File: config.mk
export PLATFORM = sky130hd
export DESIGN_NAME = per2axi_res_channel
export DESIGN_NICKNAME = d
export VERILOG_FILES = /design/src/rtl/per2axi_res_channel_pkg.sv /design/src/rtl/per2axi_res_buf.sv /design/src/rtl/per2axi_res_channel.sv
export SDC_FILE = /design/constraint.sdc
export NUM_CORES = 1
export LEC_CHECK = 0
export CAP_MARGIN = 15
export CORE_MARGIN = 2
export CORE_UTILIZATION = 35
export DETAILED_ROUTE_END_ITERATION = 7
export SYNTH_ARGS = -nofsm -noshare
export SYNTH_HDL_FRONTEND = slang
export SYNTH_HIERARCHICAL = 1
export SYNTH_SLANG_ARGS = --single-unit
File: constraint.sdc
create_clock -name clk_i -period 3.3 [get_ports clk_i]
set_input_delay 0.66 -clock clk_i [delete_from_list [all_inputs] [get_ports clk_i]]
set_output_delay 0.66 -clock clk_i [all_outputs]
set_load 0.01 [all_outputs]
File: src/rtl/per2axi_res_channel_pkg.sv
// Shared definitions for the per2axi response path: AXI response encodings,
// outstanding-counter sizing and the arbiter grant encoding.
package per2axi_res_channel_pkg;

    localparam logic [1:0] AXI_RESP_OKAY   = 2'b00;
    localparam logic [1:0] AXI_RESP_SLVERR = 2'b10;

    localparam int unsigned          CNT_WIDTH = 8;
    localparam logic [CNT_WIDTH-1:0] CNT_MAX   = '1;

    typedef enum logic {
        GRANT_R = 1'b0,
        GRANT_B = 1'b1
    } grant_e;

    // A 64-bit beat carries two 32-bit words; address bit 2 picks the upper one.
    function automatic logic [31:0] select_lane(input logic [63:0] data, input logic align);
        return align ? data[63:32] : data[31:0];
    endfunction

endpackage

File: src/rtl/per2axi_res_buf.sv
// Single-entry response buffer: loads on an AXI handshake, empties when the
// arbiter selects it, and can accept a new beat in the same cycle it is popped.
module per2axi_res_buf #(
    parameter int unsigned WIDTH = 38
) (
    input  logic             clk_i,
    input  logic             rst_ni,
    input  logic             load_i,
    input  logic [WIDTH-1:0] data_i,
    input  logic             pop_i,
    output logic             valid_o,
    output logic [WIDTH-1:0] data_o,
    output logic             ready_o
);

    logic             valid_d, valid_q;
    logic [WIDTH-1:0] data_d, data_q;

    always_comb begin
        valid_d = valid_q;
        data_d  = data_q;
        if (load_i) begin
            valid_d = 1'b1;
            data_d  = data_i;
        end else if (pop_i) begin
            valid_d = 1'b0;
        end
    end

    always_ff @(posedge clk_i or negedge rst_ni) begin
        if (!rst_ni) begin
            valid_q <= 1'b0;
            data_q  <= '0;
        end else begin
            valid_q <= valid_d;
            data_q  <= data_d;
        end
    end

    assign valid_o = valid_q;
    assign data_o  = data_q;
    assign ready_o = !valid_q || pop_i;

endmodule

File: src/rtl/per2axi_res_channel.sv
// Response path of the peripheral-to-AXI bridge: buffers AXI R and B beats,
// restores peripheral ID / read lane from the ID table and arbitrates onto the peripheral bus.
module per2axi_res_channel
    import per2axi_res_channel_pkg::*;
#(
    parameter int unsigned PER_ID_WIDTH   = 5,
    parameter int unsigned AXI_ID_WIDTH   = 3,
    parameter int unsigned AXI_DATA_WIDTH = 64,
    parameter int unsigned AXI_USER_WIDTH = 6
) (
    input  logic                      clk_i,
    input  logic                      rst_ni,

    input  logic                      axi_master_r_valid_i,
    output logic                      axi_master_r_ready_o,
    input  logic [AXI_DATA_WIDTH-1:0] axi_master_r_data_i,
    input  logic [1:0]                axi_master_r_resp_i,
    input  logic                      axi_master_r_last_i,
    input  logic [AXI_ID_WIDTH-1:0]   axi_master_r_id_i,
    input  logic [AXI_USER_WIDTH-1:0] axi_master_r_user_i,

    input  logic                      axi_master_b_valid_i,
    output logic                      axi_master_b_ready_o,
    input  logic [1:0]                axi_master_b_resp_i,
    input  logic [AXI_ID_WIDTH-1:0]   axi_master_b_id_i,
    input  logic [AXI_USER_WIDTH-1:0] axi_master_b_user_i,

    output logic                      per_slave_r_valid_o,
    output logic                      per_slave_r_opc_o,
    output logic [PER_ID_WIDTH-1:0]   per_slave_r_id_o,
    output logic [31:0]               per_slave_r_rdata_o,

    input  logic                      trans_req_i,
    input  logic [AXI_ID_WIDTH-1:0]   trans_id_i,
    input  logic [PER_ID_WIDTH-1:0]   trans_per_id_i,
    input  logic [31:0]               trans_add_i,
    output logic                      trans_full_o,
    output logic                      trans_busy_o
);

    localparam int unsigned TBL_DEPTH = 2 ** AXI_ID_WIDTH;

    typedef struct packed {
        logic [PER_ID_WIDTH-1:0] per_id;
        logic                    align;
    } tbl_entry_t;

    typedef struct packed {
        logic [PER_ID_WIDTH-1:0] per_id;
        logic                    opc;
        logic [31:0]             rdata;
    } resp_t;

    localparam int unsigned RESP_W = $bits(resp_t);

    tbl_entry_t table_d [TBL_DEPTH];
    tbl_entry_t table_q [TBL_DEPTH];

    tbl_entry_t r_entry, b_entry;
    resp_t      r_load_data, b_load_data;
    resp_t      r_buf_data, b_buf_data, out_resp;
    logic       r_buf_valid, b_buf_valid;
    logic       r_load, b_load, pop_r, pop_b;

    grant_e     last_grant_d, last_grant_q;

    logic [CNT_WIDTH-1:0] cnt_d, cnt_q;

    always_comb begin
        table_d = table_q;
        if (trans_req_i) begin
            table_d[trans_id_i] = '{per_id: trans_per_id_i, align: trans_add_i[2]};
        end
    end

    always_ff @(posedge clk_i or negedge rst_ni) begin
        if (!rst_ni) begin
            for (int i = 0; i < TBL_DEPTH; i++) begin
                table_q[i] <= '0;
            end
        end else begin
            table_q <= table_d;
        end
    end

    // Lookups read the registered table, so a same-cycle issue to the same ID is not seen yet.
    assign r_entry = table_q[axi_master_r_id_i];
    assign b_entry = table_q[axi_master_b_id_i];

    assign r_load_data = '{per_id: r_entry.per_id,
                           opc:    axi_master_r_resp_i[1],
                           rdata:  select_lane(axi_master_r_data_i, r_entry.align)};
    assign b_load_data = '{per_id: b_entry.per_id,
                           opc:    axi_master_b_resp_i[1],
                           rdata:  32'h0};

    assign r_load = axi_master_r_valid_i && axi_master_r_ready_o;
    assign b_load = axi_master_b_valid_i && axi_master_b_ready_o;

    per2axi_res_buf #(.WIDTH(RESP_W)) i_r_buf (
        .clk_i   (clk_i),
        .rst_ni  (rst_ni),
        .load_i  (r_load),
        .data_i  (r_load_data),
        .pop_i   (pop_r),
        .valid_o (r_buf_valid),
        .data_o  (r_buf_data),
        .ready_o (axi_master_r_ready_o)
    );

    per2axi_res_buf #(.WIDTH(RESP_W)) i_b_buf (
        .clk_i   (clk_i),
        .rst_ni  (rst_ni),
        .load_i  (b_load),
        .data_i  (b_load_data),
        .pop_i   (pop_b),
        .valid_o (b_buf_valid),
        .data_o  (b_buf_data),
        .ready_o (axi_master_b_ready_o)
    );

    // Round-robin only matters on a tie; the grant history moves only then.
    assign pop_r = r_buf_valid && (!b_buf_valid || (last_grant_q == GRANT_B));
    assign pop_b = b_buf_valid && (!r_buf_valid || (last_grant_q == GRANT_R));

    always_comb begin
        last_grant_d = last_grant_q;
        if (r_buf_valid && b_buf_valid) begin
            last_grant_d = pop_r ? GRANT_R : GRANT_B;
        end
    end

    always_ff @(posedge clk_i or negedge rst_ni) begin
        if (!rst_ni) begin
            last_grant_q <= GRANT_B;
        end else begin
            last_grant_q <= last_grant_d;
        end
    end

    always_comb begin
        per_slave_r_valid_o = 1'b0;
        out_resp            = '0;
        if (pop_r) begin
            per_slave_r_valid_o = 1'b1;
            out_resp            = r_buf_data;
        end else if (pop_b) begin
            per_slave_r_valid_o = 1'b1;
            out_resp            = b_buf_data;
        end
    end

    assign per_slave_r_opc_o   = out_resp.opc;
    assign per_slave_r_id_o    = out_resp.per_id;
    assign per_slave_r_rdata_o = out_resp.rdata;

    always_comb begin
        cnt_d = cnt_q;
        if (trans_req_i && !per_slave_r_valid_o && (cnt_q != CNT_MAX)) begin
            cnt_d = cnt_q + 1'b1;
        end else if (!trans_req_i && per_slave_r_valid_o && (cnt_q != '0)) begin
            cnt_d = cnt_q - 1'b1;
        end
    end

    always_ff @(posedge clk_i or negedge rst_ni) begin
        if (!rst_ni) begin
            cnt_q <= '0;
        end else begin
            cnt_q <= cnt_d;
        end
    end

    assign trans_full_o = (cnt_q == CNT_MAX);
    assign trans_busy_o = (cnt_q != '0);

    no_issue_when_full: assert property (@(posedge clk_i) disable iff (!rst_ni)
        !(trans_req_i && trans_full_o));
    no_response_when_idle: assert property (@(posedge clk_i) disable iff (!rst_ni)
        !(per_slave_r_valid_o && !trans_busy_o));

    logic unused_inputs;
    assign unused_inputs = ^{axi_master_r_last_i, axi_master_r_user_i, axi_master_b_user_i,
                             axi_master_r_resp_i[0], axi_master_b_resp_i[0],
                             trans_add_i[31:3], trans_add_i[1:0]};

endmodule

# After elaboration in Yosys (flattened, before gate mapping)
# Cells that the tools add are included.
# word_totals
out_inout_bits	43
register_bits	103
# op_classes
reduce_logical	22
eq_ne	2
magnitude_cmp	4
addsub	2
n_bitwise	4
mux	21
# op_table
op	n
2-to-1 mux 38 bit	2
bitwise mux 48 bit	1
binary-select mux 6 bit (select 3 bit)	2
2-to-1 mux 32 bit	1
2-to-1 mux 6 bit	5
demux 6 bit (select 3 bit)	1
2-to-1 mux 8 bit	2
greater-or-equal comparator 4 bit, second input constant	3
inverter 3 -> 4 bit	3
logical AND 1 bit	10
adder 8 x 1 -> 8 bit, second input constant	1
== test 8 bit, second input constant	1
!= test 8 bit, second input constant	1
nonzero test 8 bit	1
subtractor 8 x 1 -> 8 bit, second input constant	1
2-to-1 mux 1 bit	7
nonzero test 2 bit	3
zero test 1 bit	4
logical OR 1 bit	4
< comparator 4 x 1 -> 1 bit, second input constant	1
inverter 1 bit	1

# Depth between registers and ports, before layout
# depth
depth_word	9
mapped_depth	8

# Modules after synthesis
# Netlist, hierarchy kept.
# by_module_without_submodules
mod	area_each_um2	cells_per_inst	seq_area_each_um2	instances
per2axi_res_channel	3963.8	305	1427.6	1
per2axi_res_buf	1487.7	83	975.9	2

# Worst setup path before layout
# OpenSTA, ideal clock, no wires.
# synth_timing
kind	input port to flip-flop
start	input trans_req_i
end	register cnt_q[7]
path_slack_ns	0.281
t_arrival_ns	2.890
cell_stages	8
path_cell_list	buf_2 -> o211ai_1 -> ha_1 -> a21o_1 -> a21o_1 -> a211o_1 -> mux2_4 -> a2111o_1
# synth_between
elab_chain_len	4
word_cells_on_any_way	7
classes_between	mux (1); reduce/logical (6)
# synth_rtl
element	line_no	text
start: declaration	per2axi_res_channel.sv:33	input logic trans_req_i,
zero test 1 bit	per2axi_res_channel.sv:161	end else if (!trans_req_i && per_slave_r_valid_o && (cnt_q != '0)) begin
logical AND 1 bit (2 in a row)	per2axi_res_channel.sv:161	
nonzero test 2 bit (no line)	--	
end signal: assignment	per2axi_res_channel.sv:170	cnt_q <= cnt_d;
end: declaration	per2axi_res_channel.sv:67	logic [CNT_WIDTH-1:0] cnt_d, cnt_q;
# Parallel ways exist; a longest one is shown, timed or not.
# A chain may end at the register's enable or synchronous reset.

# Worst setup path after layout
# layout_timing
start	register last_grant_q
end	output axi_master_r_ready_o
# layout_between
elab_chain_len	3
# layout_rtl
element	line_no	text
start: declaration	per2axi_res_channel.sv:65	grant_e last_grant_d, last_grant_q;
start signal: assignment	per2axi_res_channel.sv:137	last_grant_q <= last_grant_d;
logical OR 1 bit	per2axi_res_channel.sv:123	assign pop_r = r_buf_valid && (!b_buf_valid || (last_grant_q == GRANT_B));
logical AND 1 bit	per2axi_res_channel.sv:123	
logical OR 1 bit	per2axi_res_buf.sv:42	assign ready_o = !valid_q || pop_i;
end: declaration	per2axi_res_channel.sv:15	output logic axi_master_r_ready_o,
# No other way between the ends.

==> results.md <==
- Largest net degree at the start of global routing: 68
- GR Overflow Total: 0
- CTS Buf Count: 17
- Initial antenna violation count: 0
- Via-to-Cell Ratio: 4.97
- Post-CTS Hold Fix Bufs: 0
- P_int: 6160 uW
- Insertion delay to the later sink of the worst-skew pair: 0.42 ns
- Asr flop ratio synth: 1.00
- Peak supply drop: 0.000525 V
- Netlist cell types: 42
- WP data required: ~2.6 ns
- Layout area overhead: 35.5%
- Leakage: 0.00390 uW
- Final ANT Viol Nets: 0
- ANT cells: 0
- I/O pin total: 175
- Worst r2r path cells: 8
- Worst flop-to-flop path endpoint: cnt_q[7]
- Clock-pin slew on the worst setup and hold paths: 0.06 ns
- Final Cycle Share: 0.952
- Synth area leaders: dfrtp_1 (48%), mux2_2 (25%), mux4_2 (7.1%), a22o_1 (4.8%), mux2_4 (4.1%)
- Post-CTS Setup Bufs: 0
- GRT Util Overall: 0.155
- Post-Synthesis Cell Area: between 6000 and 7000 sq um
- Gate Count Post-Synth: about 470
- Global-route wire length before repair: about 25,000 microns
- Post-synth EDFFs: 0
- Fin crit period: ~3.1 ns
- CP endpoint kind: output port
- Reg power frac: 0.311
- Worst Skew: 0.00759 ns
- Net Sw Frac: 0.313
- Vias in the first global route: 4,893
- Worst path arrival time: 2.48 ns
- RSZ-0062 raised after global routing: no
- Pwr dens: 954 nW/um^2
- Crit Path Class: reg -> out
- Maxcap violations: 0
- Sequential area share after synthesis: 0.487
- Drt wl/cell: 17.2 microns
- Worst-path fanout max: 29
- # H-tree levels: 4
- Setup slack, reg-to-reg: 0.19 ns
- Crit path launch type: flip-flop
- Detailed Route WL: 15,800 microns
- Max-slew violations: 0
- Synth top area share: 0.483
- Max_slew headroom: 0.507
- Die H: 145 microns
- IO Port Bufs: 128
- Die X: 145 microns
- Root Driver: clkbuf_16
- Final Util: 0.483
- Dominant cell type by area after synthesis: dfrtp_1
- Post-DP Area: 8750 sq um
- Clock share of power: 0.231
- Switching Power: about 2800 uW
- Final net count: just under 800
- Worst hold path type: in -> async
- Synth warn: 6
- RePlAce Congestion: 0.800
- DP HPWL: 11,000 microns
- Post-Syn Area per Cell: 14.7 sq um
- Post-CTS resize count: 0
- Setup violators final: 0
- Post-route DRC: 0
- Pre-antenna DRT Iters: 4
- Core Box Area: 19,500 sq um
- TritonCTS clock tree: done
- Layout cell share with drive strength beyond 1: 0.390
- Initial DRC count: 247
- Worst-case clock buffer depth: 2
- Status: finished, final reports clean
- Die area: 21,000 sq um
- Comb power frac: 0.458
- Initial Util: 0.357
- Fin area: 9400 sq um
- Vias: ~4,600
- Final Hold Fails: 0
- Worst-Margin Slew: 0.736 ns
- Clock sink total: 135
- Worst R2R Start: cnt_q[0]
- Post-synth top flop: dfrtp_1
- Synth Register Bits: around 140
- F_max: ~320 MHz
- Row count: about 50
power by group through the flow:
stage / registers, uW / clock network [uW] / logic, uW
3_5_place_dp: 2820 / 0 / 4150
6_report: 2790 / 2070 / 4110
3_3_place_gp: 2770 / 0 / 4070
4_1_cts: 2800 / 2120 / 4180
2_1_floorplan: 2670 / 0 / 2600
5_1_grt: 2890 / 2200 / 4440
cell usage after synthesis, types with 2 or more instances:
cell type and n:
nand3_1 2, nor3b_2 2, buf_4 7, dfrtp_1 134, ha_1 7, mux2_2 151
buf_2 4, xnor2_1 5, clkbuf_1 13, buf_6 4, and2_1 2, nor3_1 5
nor4_1 3, inv_1 4, a21o_1 4, mux2_4 19, nand4b_1 3, nand2_1 5
nor2_1 4, o21ai_0 2, a21boi_0 2, nand2b_1 5, mux4_2 22, a22o_1 38
a21oi_1 3, mux2_1 3, nand4_1 3
metal layers:
layer  routed length (microns)  vias up  track usage
li1                          -     2106            -
met2                      7260      145        0.249
met1                      7130     2296        0.206
met4                       190        0       0.0465
met5                         0        -            0
met3                      1210       16       0.0428
flip-flops by register name, indices dropped and copies added, names as in the netlist:
signal           count
cnt_q                8
i_b_buf/data_o      38
i_b_buf/valid_o      1
i_r_buf/data_o      38
i_r_buf/valid_o      1
last_grant_q         1
table_q             48
worst max path at each step:
| stage | start | endpoint | slack (ns) | cells past startpoint |
|---|---|---|---|---|
| floorplan | trans_req_i | cnt_q[7] | 0.28 | 8 |
| global placement | trans_req_i | cnt_q[7] | 0.03 | 8 |
| detailed placement | trans_req_i | cnt_q[7] | -0.05 | 8 |
| CTS | last_grant_q | axi_master_r_ready_o | 0.09 | 5 |
| global route | last_grant_q | axi_master_r_ready_o | 0.02 | 5 |
| finish | last_grant_q | axi_master_r_ready_o | 0.16 | 5 |
critical path: stages (launching register included):
cell and delay, ns:
dfstp_2 0.57, inv_1 0.08, a21boi_4 0.39, buf_12 0.24
nand2b_1 0.21, clkdlybuf4s50_1 0.56
cells by family after synthesis:
kind of cell             after synthesis  synth area share
AO/OA/AOI/OAI                         56            0.0673
other                                  1          0.000540
buffers and inverters                 32            0.0261
adder cells (fa/ha/maj)                8            0.0155
XOR/XNOR                               6           0.00757
AND/OR/NAND/NOR                       37            0.0321
multiplexers                         196             0.364
flip-flops                           135             0.487
placed cells by master, fill, tap and decap left out, types with 3 or more instances in the layout:
cell type        count
a21o_1               4
a21oi_1              3
a22o_1              38
buf_12               5
buf_4               16
bufinv_16            5
clkbuf_16           17
clkdlybuf4s50_1    127
clkinvlp_4           4
conb_1              32
dfrtp_1            134
ha_1                 7
inv_1                4
mux2_1               3
mux2_2             151
mux2_4              19
mux4_2              22
nand2_1              5
nand2b_1             5
nand4_1              3
nand4b_1             3
nor2_1               4
nor3_1               5
nor4_1               3
xnor2_1              5
area by class of cell:
class / count / area [sq um]
inverter: 4 / 15.0
tap: 265 / 332
clock inverter: 15 / 225
multi-input combinational: 335 / 3530
timing repair buffer: 148 / 1490
sequential: 135 / 3380
clock buffer: 17 / 425
fill: 1734 / 10100
metrics by stage:
stage	std cells	setup WS, ns	hold WS, ns	TNS (ns)	total power, uW
2_1_floorplan	502	0.281	0.364	0	5270
3_3_place_gp	887	0.0256	0.482	0	6840
3_5_place_dp	887	-0.0544	0.489	-0.0544	6980
4_1_cts	919	0.0942	0.229	0	9100
5_1_grt	919	0.0227	0.251	0	9530
6_report	919	0.157	0.232	0	8970
Note: power is estimated with default switching activity, not from simulation.
